`config.mk`:
```
export PLATFORM = sky130hd
export DESIGN_NAME = spi_slave_mode
export DESIGN_NICKNAME = d
export VERILOG_FILES = /design/src/rtl/spi_pkg.sv /design/src/rtl/spi_sync_edge.sv /design/src/rtl/spi_slave_mode.sv
export SDC_FILE = /design/constraint.sdc
export NUM_CORES = 1
export LEC_CHECK = 0
export CAP_MARGIN = 20
export CORE_MARGIN = 2
export CORE_UTILIZATION = 45
export CTS_BUF_LIST = sky130_fd_sc_hd__clkbuf_8
export DETAILED_ROUTE_END_ITERATION = 8
export HOLD_SLACK_MARGIN = 0.08
export PLACE_DENSITY = 0.67
export SLEW_MARGIN = 25
export SYNTH_ARGS = -nofsm -noshare
export SYNTH_HDL_FRONTEND = slang
export SYNTH_SLANG_ARGS = --single-unit
```
`constraint.sdc`:
```
create_clock -name slave_clk -period 3.74 [get_ports slave_clk]
set_input_delay 0.748 -clock slave_clk [delete_from_list [all_inputs] [get_ports slave_clk]]
set_output_delay 0.748 -clock slave_clk [all_outputs]
set_load 0.02 [all_outputs]
```
`src/rtl/spi_pkg.sv`:
```
// rtl/spi_pkg.sv - shared state encoding and SPI mode constants for the SPI slave
package spi_pkg;

  typedef enum logic [2:0] {
    RESET    = 3'd0,
    IDLE     = 3'd1,
    LOAD     = 3'd2,
    TRANSACT = 3'd3,
    UNLOAD   = 3'd4
  } spi_state_t;

  // Mode number encodes {cpol, cpha}
  localparam logic [1:0] MODE0 = 2'b00;
  localparam logic [1:0] MODE1 = 2'b01;
  localparam logic [1:0] MODE2 = 2'b10;
  localparam logic [1:0] MODE3 = 2'b11;

endpackage

```
`src/rtl/spi_sync_edge.sv`:
```
// rtl/spi_sync_edge.sv - 2-flop synchronizer with rise/fall pulses on the synchronized value
module spi_sync_edge #(
  parameter logic reset_val = 1'b0
) (
  input  logic clk,
  input  logic rstn,
  input  logic d,
  output logic q,
  output logic rise,
  output logic fall
);

  logic meta;
  logic sync;
  logic prev;

  always_ff @(posedge clk or negedge rstn) begin
    if (!rstn) begin
      meta <= reset_val;
      sync <= reset_val;
      prev <= reset_val;
    end else begin
      meta <= d;
      sync <= meta;
      prev <= sync;
    end
  end

  assign q    = sync;
  assign rise = sync & ~prev;
  assign fall = ~sync & prev;

endmodule

```
`src/rtl/spi_slave_mode.sv`:
```
// rtl/spi_slave_mode.sv - SPI slave, all four modes, programmable length and bit order
module spi_slave_mode
  import spi_pkg::*;
#(
  parameter int reg_width     = 8,
  parameter int counter_width = $clog2(reg_width)
) (
  input  logic                     slave_clk,
  input  logic                     rstn,
  input  logic                     spi_clk,
  input  logic                     cs_n,
  input  logic                     mosi,
  output logic                     miso,
  input  logic                     t_start,
  input  logic [reg_width-1:0]     d_in_s,
  input  logic [counter_width:0]   t_size_s,
  input  logic                     cpol,
  input  logic                     cpha,
  input  logic                     lsb_first,
  output logic [reg_width-1:0]     d_out_s,
  output logic                     busy,
  output logic                     done,
  output logic                     err
);

  localparam int cw1 = counter_width + 1;
  localparam logic [counter_width:0] full_size = cw1'(reg_width);

  spi_state_t state, state_nxt;

  logic sclk_s, sclk_rise, sclk_fall;
  logic cs_s, cs_rise, cs_fall;
  logic mosi_meta, mosi_s;

  logic [reg_width-1:0]   tx_word;
  logic [reg_width-1:0]   rx_sr;
  logic [counter_width:0] size_q;
  logic [1:0]             mode_q;
  logic                   lsb_q;
  logic [counter_width:0] rx_cnt;
  logic [counter_width:0] tx_cnt;
  logic                   miso_q;

  logic sclk_edge, lead_edge, trail_edge, sample_edge, shift_edge;
  logic [counter_width:0] rx_cnt_inc, tx_pos, tx_idx, size_eff;
  logic tx_bit, last_bit, latch_req, auto_req, abort, ignored_start;

  spi_sync_edge #(.reset_val(1'b0)) u_sync_sclk (
    .clk (slave_clk), .rstn(rstn), .d(spi_clk),
    .q   (sclk_s),    .rise(sclk_rise), .fall(sclk_fall)
  );

  spi_sync_edge #(.reset_val(1'b1)) u_sync_cs (
    .clk (slave_clk), .rstn(rstn), .d(cs_n),
    .q   (cs_s),      .rise(cs_rise), .fall(cs_fall)
  );

  // Leading edge moves spi_clk away from its idle (cpol) level
  assign sclk_edge   = sclk_rise | sclk_fall;
  assign lead_edge   = sclk_edge & (sclk_s != mode_q[1]);
  assign trail_edge  = sclk_edge & (sclk_s == mode_q[1]);
  assign sample_edge = mode_q[0] ? trail_edge : lead_edge;
  assign shift_edge  = mode_q[0] ? lead_edge  : trail_edge;

  assign rx_cnt_inc = rx_cnt + cw1'(1);
  assign last_bit   = sample_edge && (rx_cnt_inc == size_q);

  // LOAD always presents bit position 0 of the transfer
  assign tx_pos = (state == LOAD) ? '0 : tx_cnt;
  assign tx_idx = lsb_q ? tx_pos : (size_q - cw1'(1) - tx_pos);
  assign tx_bit = |(tx_word & (reg_width'(1) << tx_idx));

  assign size_eff = ((t_size_s == '0) || (t_size_s > full_size)) ? full_size : t_size_s;

  assign busy          = (state == LOAD) || (state == TRANSACT) || (state == UNLOAD);
  assign ignored_start = t_start & busy;
  assign miso          = miso_q & ~cs_s & (state != IDLE);

  always_ff @(posedge slave_clk or negedge rstn) begin
    if (!rstn) state <= RESET;
    else       state <= state_nxt;
  end

  always_comb begin
    state_nxt = state;
    latch_req = 1'b0;
    auto_req  = 1'b0;
    abort     = 1'b0;
    case (state)
      RESET: state_nxt = IDLE;
      IDLE: begin
        if (t_start) begin
          state_nxt = LOAD;
          latch_req = 1'b1;
        end else if (cs_fall) begin
          state_nxt = LOAD;
          auto_req  = 1'b1;
        end
      end
      LOAD: begin
        if (cs_rise) begin
          state_nxt = IDLE;
          abort     = 1'b1;
        end else if (!cs_s) begin
          state_nxt = TRANSACT;
        end
      end
      TRANSACT: begin
        if (last_bit) begin
          state_nxt = UNLOAD;
        end else if (cs_rise) begin
          state_nxt = IDLE;
          abort     = 1'b1;
        end
      end
      UNLOAD:  state_nxt = IDLE;
      default: state_nxt = IDLE;
    endcase
  end

  always_ff @(posedge slave_clk or negedge rstn) begin
    if (!rstn) begin
      mosi_meta <= 1'b0;
      mosi_s    <= 1'b0;
      tx_word   <= '0;
      size_q    <= full_size;
      mode_q    <= MODE0;
      lsb_q     <= 1'b0;
      rx_sr     <= '0;
      rx_cnt    <= '0;
      tx_cnt    <= '0;
      miso_q    <= 1'b0;
      d_out_s   <= '0;
      done      <= 1'b0;
      err       <= 1'b0;
    end else begin
      mosi_meta <= mosi;
      mosi_s    <= mosi_meta;
      done      <= (state == UNLOAD);
      err       <= abort | ignored_start;

      if (latch_req) begin
        tx_word <= d_in_s;
        size_q  <= size_eff;
        mode_q  <= {cpol, cpha};
        lsb_q   <= lsb_first;
      end else if (auto_req) begin
        tx_word <= '0;
      end

      if (state == LOAD) begin
        rx_sr  <= '0;
        rx_cnt <= '0;
        // With cpha=1 the first bit waits for the first leading edge
        if (mode_q[0]) begin
          miso_q <= 1'b0;
          tx_cnt <= '0;
        end else begin
          miso_q <= tx_bit;
          tx_cnt <= cw1'(1);
        end
      end else if (state == TRANSACT) begin
        if (sample_edge) begin
          rx_sr  <= lsb_q ? (rx_sr | (reg_width'(mosi_s) << rx_cnt))
                          : {rx_sr[reg_width-2:0], mosi_s};
          rx_cnt <= rx_cnt_inc;
        end
        if (shift_edge && (tx_cnt < size_q)) begin
          miso_q <= tx_bit;
          tx_cnt <= tx_cnt + cw1'(1);
        end
      end

      if (state == UNLOAD) d_out_s <= rx_sr;
    end
  end

endmodule

```
# Word level (Yosys, flattened, before mapping)
# Cells that the tools add are included.
classes:
  add_sub_neg: 4
  order_cmp: 2
  n_eq_ne: 11
  n_shift: 2
  n_mux: 37
  n_bitwise: 17
  n_reduce_logical: 14
op_table:
  columns: ["operator", "count"]
  rows:
  - ["$mux W8", 6]
  - ["$mux W4", 9]
  - ["$mux W3", 6]
  - ["$mux W1", 14]
  - ["$and A1 B1 Y1", 9]
  - ["$ne A3 B3 Y1 const B", 3]
  - ["$pmux W3 S3", 1]
  - ["$add A4 B1 Y4 const B", 2]
  - ["$and A8 B8 Y8", 1]
  - ["$or A8 B8 Y8", 1]
  - ["$reduce_bool A2 Y1", 4]
  - ["$reduce_or A8 Y1", 1]
  - ["$shl A1 B4 Y8", 1]
  - ["$shl A1 B4 Y8 const A", 1]
  - ["$eq A3 B2 Y1 const B", 2]
  - ["$eq A4 B4 Y1", 1]
  - ["$gt A4 B4 Y1 const B", 1]
  - ["$logic_not A4 Y1", 1]
  - ["$lt A4 B4 Y1", 1]
  - ["$not A1 Y1", 4]
  - ["$reduce_and A2 Y1", 2]
  - ["$sub A4 B1 Y4 const B", 1]
  - ["$sub A4 B4 Y4", 1]
  - ["$eq A3 B1 Y1 const B", 1]
  - ["9 further kinds", 13]
word_totals:
  register_bits: 53
  in_bits: 21
  out_inout_bits: 12
  word_cells: 107

# Logic depth before layout (Yosys ltp)
logic_depth:
  word_depth: 10
  ltp_mapped: 11
  mapped_depth_nobuf: 10

# Cells and area by module
# From an unflattened synthesis, not the netlist that was laid out.
unflattened:
  cells_unflattened: 270
  hier_area_um2: 2758.9
modules_own_cells:
  columns: ["mod", "instances", "cells_each", "area_per_inst_um2", "seq_area_each_um2"]
  rows:
  - ["spi_slave_mode", 1, 260, 2575.0, 1177.4]
  - ["spi_sync_edge (u_sync_cs)", 1, 5, 93.8, 78.8]
  - ["spi_sync_edge (u_sync_sclk)", 1, 5, 90.1, 75.1]

# Worst setup path after synthesis
# Ideal clock, no wire load.
synth_path:
  path_kind: "register to register"
  start: "register state[0]"
  end: "register miso_q"
  setup_time_ns: 0.137
  arrival_time_ns: 2.589
  required_time_ns: 3.603
  slack_ns: 1.014
  stages_incl_launch_ff: 11
  n_path_buf: 1
  period_less_slack_ns: 2.726
  cell_sequence: "dfrtp_1 -> or3b_1 -> buf_2 -> nand2_1 -> ha_1 -> inv_1 -> fa_1 -> o22ai_1 -> mux2_2 -> o22ai_1 -> o32ai_2"
synth_between:
  elab_chain_cells: 10
  word_cells_on_any_way: 15
  cone_classes: "add/sub: 1; eq/ne: 2; shift: 1; mux: 6; bitwise: 1; reduce/logical: 4"
synth_lines:
  columns: ["element", "line", "source"]
  rows:
  - ["start: declaration", "spi_slave_mode.sv:29", "spi_state_t state, state_nxt;"]
  - ["start signal: assignment", "spi_slave_mode.sv:81", "else state <= state_nxt;"]
  - ["$eq A3 B2 Y1", "spi_slave_mode.sv:69, spi_slave_mode.sv:151", null]
  - ["$mux W4", "spi_slave_mode.sv:69", "assign tx_pos = (state == LOAD) ? '0 : tx_cnt;"]
  - ["$sub A4 B4 Y4", "spi_slave_mode.sv:70", "assign tx_idx = lsb_q ? tx_pos : (size_q - cw1'(1) - tx_pos);"]
  - ["$mux W4", "spi_slave_mode.sv:70", null]
  - ["$shl A1 B4 Y8", "spi_slave_mode.sv:71", "assign tx_bit = |(tx_word & (reg_width'(1) << tx_idx));"]
  - ["$and A8 B8 Y8", "spi_slave_mode.sv:71", null]
  - ["$reduce_or A8 Y1", "spi_slave_mode.sv:71", null]
  - ["$mux W1", "spi_slave_mode.sv:168", "if (shift_edge && (tx_cnt < size_q)) begin"]
  - ["$mux W1", "spi_slave_mode.sv:162", "end else if (state == TRANSACT) begin"]
  - ["$mux W1", "spi_slave_mode.sv:151", "if (state == LOAD) begin"]
  - ["end signal: assignment", "spi_slave_mode.sv:159", "miso_q <= tx_bit;"]
  - ["end signal: assignment", "spi_slave_mode.sv:169", "miso_q <= tx_bit;"]
  - ["end: declaration", "spi_slave_mode.sv:42", "logic miso_q;"]
# Parallel ways exist; a longest one is shown, timed or not. The select of a mux whose other input is x is not followed.
# A chain may end at the register's enable or synchronous reset.

# Worst setup path in the final report
# Same ends and word-level chain as after synthesis.

==> impl_metrics.csv <==
group,metric,value,unit
outcome,status,"completed",
yosys,syn_area_per_cell,10.33,um2
timing,slew_headroom,0.5377,
yosys,yosys.area.top_type_share,0.4567,
routing,drt_iter0_markers,86,
cts,post-cts-setup-buffer-count,0,
die,die_h,81.25,um
cts,cts_made_buffers,5,
yosys,synth_seq_area_share,0.4958,
cts,insertion_delay,0.31,ns
yosys,synth_seq_cells,53,
timing,min_period_over_period,0.8198,
timing,worst_pin_slew,0.6888,ns
grt,grt_pass1_wl,9273,um
placed_design,numPortBuffers,32,
routing,drc,0,
yosys,ys_types,47,
critical_path,start_kind,"flip-flop",
grt,grt_pass1_vias,1937,
critical_path,critical_path_class,"flip-flop to flip-flop",
critical_path,arrival,3.25,ns
placed_design,hpwl,3938,um
grt,grt_max_degree,43,
timing,setup_viol,0,
yosys,syn_nets,290,
critical_path,rr_worst_depth,9,
critical_path,cp-end-kind,"flip-flop",
timing,finalHoldViolCount,0,
die,die_w,81.25,um
die,coreArea,5851,um2
yosys,synth-main-ff-cell,"dfrtp_1",
min_path,min_path_type,"flip-flop to flip-flop",
critical_path,worstReg2RegStart,"state[0]$_DFFE_PN0P_",
yosys,synthCells,260,
power,peakVddDrop,324.4,uV
critical_path,worstPathMaxFanout,16,
cts,clock-root-buffer,"clkbuf_8",
routing,viasPerCell,5.407,
critical_path,crit_path_max_incr_delay,0.56,ns
critical_path,crit_end,"miso_q$_DFFE_PN0P_",
min_path,worstHoldStart,"mosi_meta$_DFF_PN0_",
critical_path,r2r_slack,0.67,ns
cts,cts_tree,"done",
placed_design,gp_congestion,0.7655,
critical_path,crit_chain,"or3b_1 -> nand2_1 -> ha_1 -> inv_1 -> fa_1 -> o22ai_1 -> mux2_2 -> o22ai_1 -> o32ai_2",
yosys,synthTopCellsByArea,"dfrtp_1, mux2_2, a22o_1, dfstp_2, nand2_1",
cts,cts_resized,0,
critical_path,r2r_end,"miso_q$_DFFE_PN0P_",
routing,dr.pass1.iters,4,
timing,rsz0062_at_grt,"false",
critical_path,crit_start,"state[0]$_DFFE_PN0P_",
grt,grt_overflow,0,
finish,syn2layout_area_growth,18.13,%
yosys,ys_async_sr_fraction,1.000,
critical_path,crit_top_cell,"o22ai_1",
yosys,synth_top_area_cell,"dfrtp_1",
timing,period_needed,3.066,ns
die,initial_utilization,0.4589,
die,placementRows,28,
die,ioPinCount,33,
timing,max_freq,0.3262,GHz
die,dieArea,6601,um2
grt,track_usage,0.1845,
timing,tns,0,ns
cts,hold_buffers,0,
finish,antennaDiodeCount,0,
routing,drtAntennaViolNets,0,
cts,clockBufferDepth,2,
yosys,synth_edf_count,0,
finish,layout-drive-gt1-share,0.1190,
power,p_leak,1.407,nW
cts,clkSinkCount,53,
cts,clk_pin_slew,0.09,ns
power,finalPower,0.002489,W
finish,fill_cells,539,
cts,cts_max_level,2,
routing,drt-total-wl,5292,um
timing,maxSlewViolCount,0,
yosys,synthTopCellsByCount,"dfrtp_1, nand2_1, nor2_1, a21oi_1, a22o_1",
critical_path,crit_path_top_delay_cell,"dfrtp_1",
run,cap_viol_max_count,0,
finish,final_nets,323,
critical_path,crit_required,3.93,ns
routing,routedWlPerCell,14.34,um
yosys,yosys_warnings,0,
yosys,syn_area,2685,um2
finish,final_core_util,0.5421,
timing,finClkSkew,0.006014,ns
power,powerDensity,784.7,nW/um2
grt,antenna_found_initial,0,
yosys,yosysMostFrequentCell,"dfrtp_1",
routing,vias,1995,
report_power, final:
group	leakage [nW]	switching, W	internal [W]
clock network	0.0439	0.000187	0.000129
registers	0.666	0.000219	0.000761
logic	0.697	0.000625	0.000567
area by class of cell:
class | instances | area (um2) | share of cell area
clock buffers | 5 | 68.82 | 0.02170
clock inverters | 3 | 17.52 | 0.005523
inverters | 12 | 45.04 | 0.01420
multi-input cells | 185 | 1267 | 0.3996
flip-flops and latches | 53 | 1331 | 0.4197
well taps | 75 | 93.84 | 0.02959
repair buffers | 36 | 347.8 | 0.1097
how the worst min path moves through the flow:
stage | slack [ns] | depth (start not counted) | endpoint
after floorplan | 0.33 | 0 | mosi_s$_DFF_PN0_
after global placement | 0.34 | 0 | mosi_s$_DFF_PN0_
after detailed placement | 0.34 | 0 | mosi_s$_DFF_PN0_
after CTS | 0.36 | 0 | mosi_s$_DFF_PN0_
after global routing | 0.37 | 0 | mosi_s$_DFF_PN0_
final | 0.36 | 0 | mosi_s$_DFF_PN0_
cell usage in the layout, fill, tap and decap left out, drive strengths merged, types with 3 or more instances in the layout:
master          n
dfrtp          49
clkdlybuf4s50  31
nand2          28
nor2           16
a21oi          13
a22o           13
o21ai          13
inv            12
mux2           12
nor3           11
nand3           8
ha              8
nand2b          7
mux2i           7
nand3b          6
xor2            5
clkbuf          5
buf             5
xnor2           4
dfstp           4
nor2b           3
o22ai           3
nor3b           3
stage by stage:
step                      cell area, um2  worst slack (ns)  std cells  hold slack (ns)
after floorplan                     2685             1.014        260           0.3312
after global placement              3083            0.7599        361           0.3418
after detailed placement            3083            0.6632        361           0.3364
after CTS                           3169            0.6457        369           0.3593
after global routing                3172            0.4289        369           0.3676
final                               3172            0.6740        369           0.3559
kinds of logic after synthesis:
logic type / count (synthesis) / synth area share
XOR/XNOR: 9 / 0.02935
AO/OA/AOI/OAI: 58 / 0.1533
adder cells (fa/ha/maj): 9 / 0.04474
multiplexers: 19 / 0.07642
flip-flops: 53 / 0.4958
buffers and inverters: 22 / 0.03215
AND/OR/NAND/NOR: 90 / 0.1682
routing by layer:
| metal | vias to the layer above | GRT usage | wire length (um) |
|---|---|---|---|
| met3 | 5 | 0.04667 | 177 |
| met4 | 0 | 0.05593 | 76 |
| met2 | 29 | 0.2909 | 2471 |
| met5 | - | 0 | 0 |
| met1 | 969 | 0.2507 | 2567 |
| li1 | 992 | - | - |
critical path: cells and delay by family, from the launching register on:
kind / cells / cell delay, ns
compound gates: 3 / 0.70
simple gates: 2 / 0.64
fa+ha+maj: 2 / 0.59
flops: 1 / 0.56
mux: 1 / 0.39
buf+inv: 1 / 0.05
flip-flops by register name, indices dropped and copies added, names as in the netlist:
signal and count:
u_sync_sclk.q 1, mode_q 2, done 1, state 3
miso_q 1, u_sync_cs.meta 1, lsb_q 1, u_sync_cs.q 1
u_sync_cs.prev 1, tx_word 8, err 1, rx_sr 8
tx_cnt 4, mosi_meta 1, u_sync_sclk.meta 1, mosi_s 1
d_out_s 8, u_sync_sclk.prev 1, rx_cnt 4, size_q 4
(Power assumes the default switching activity.)
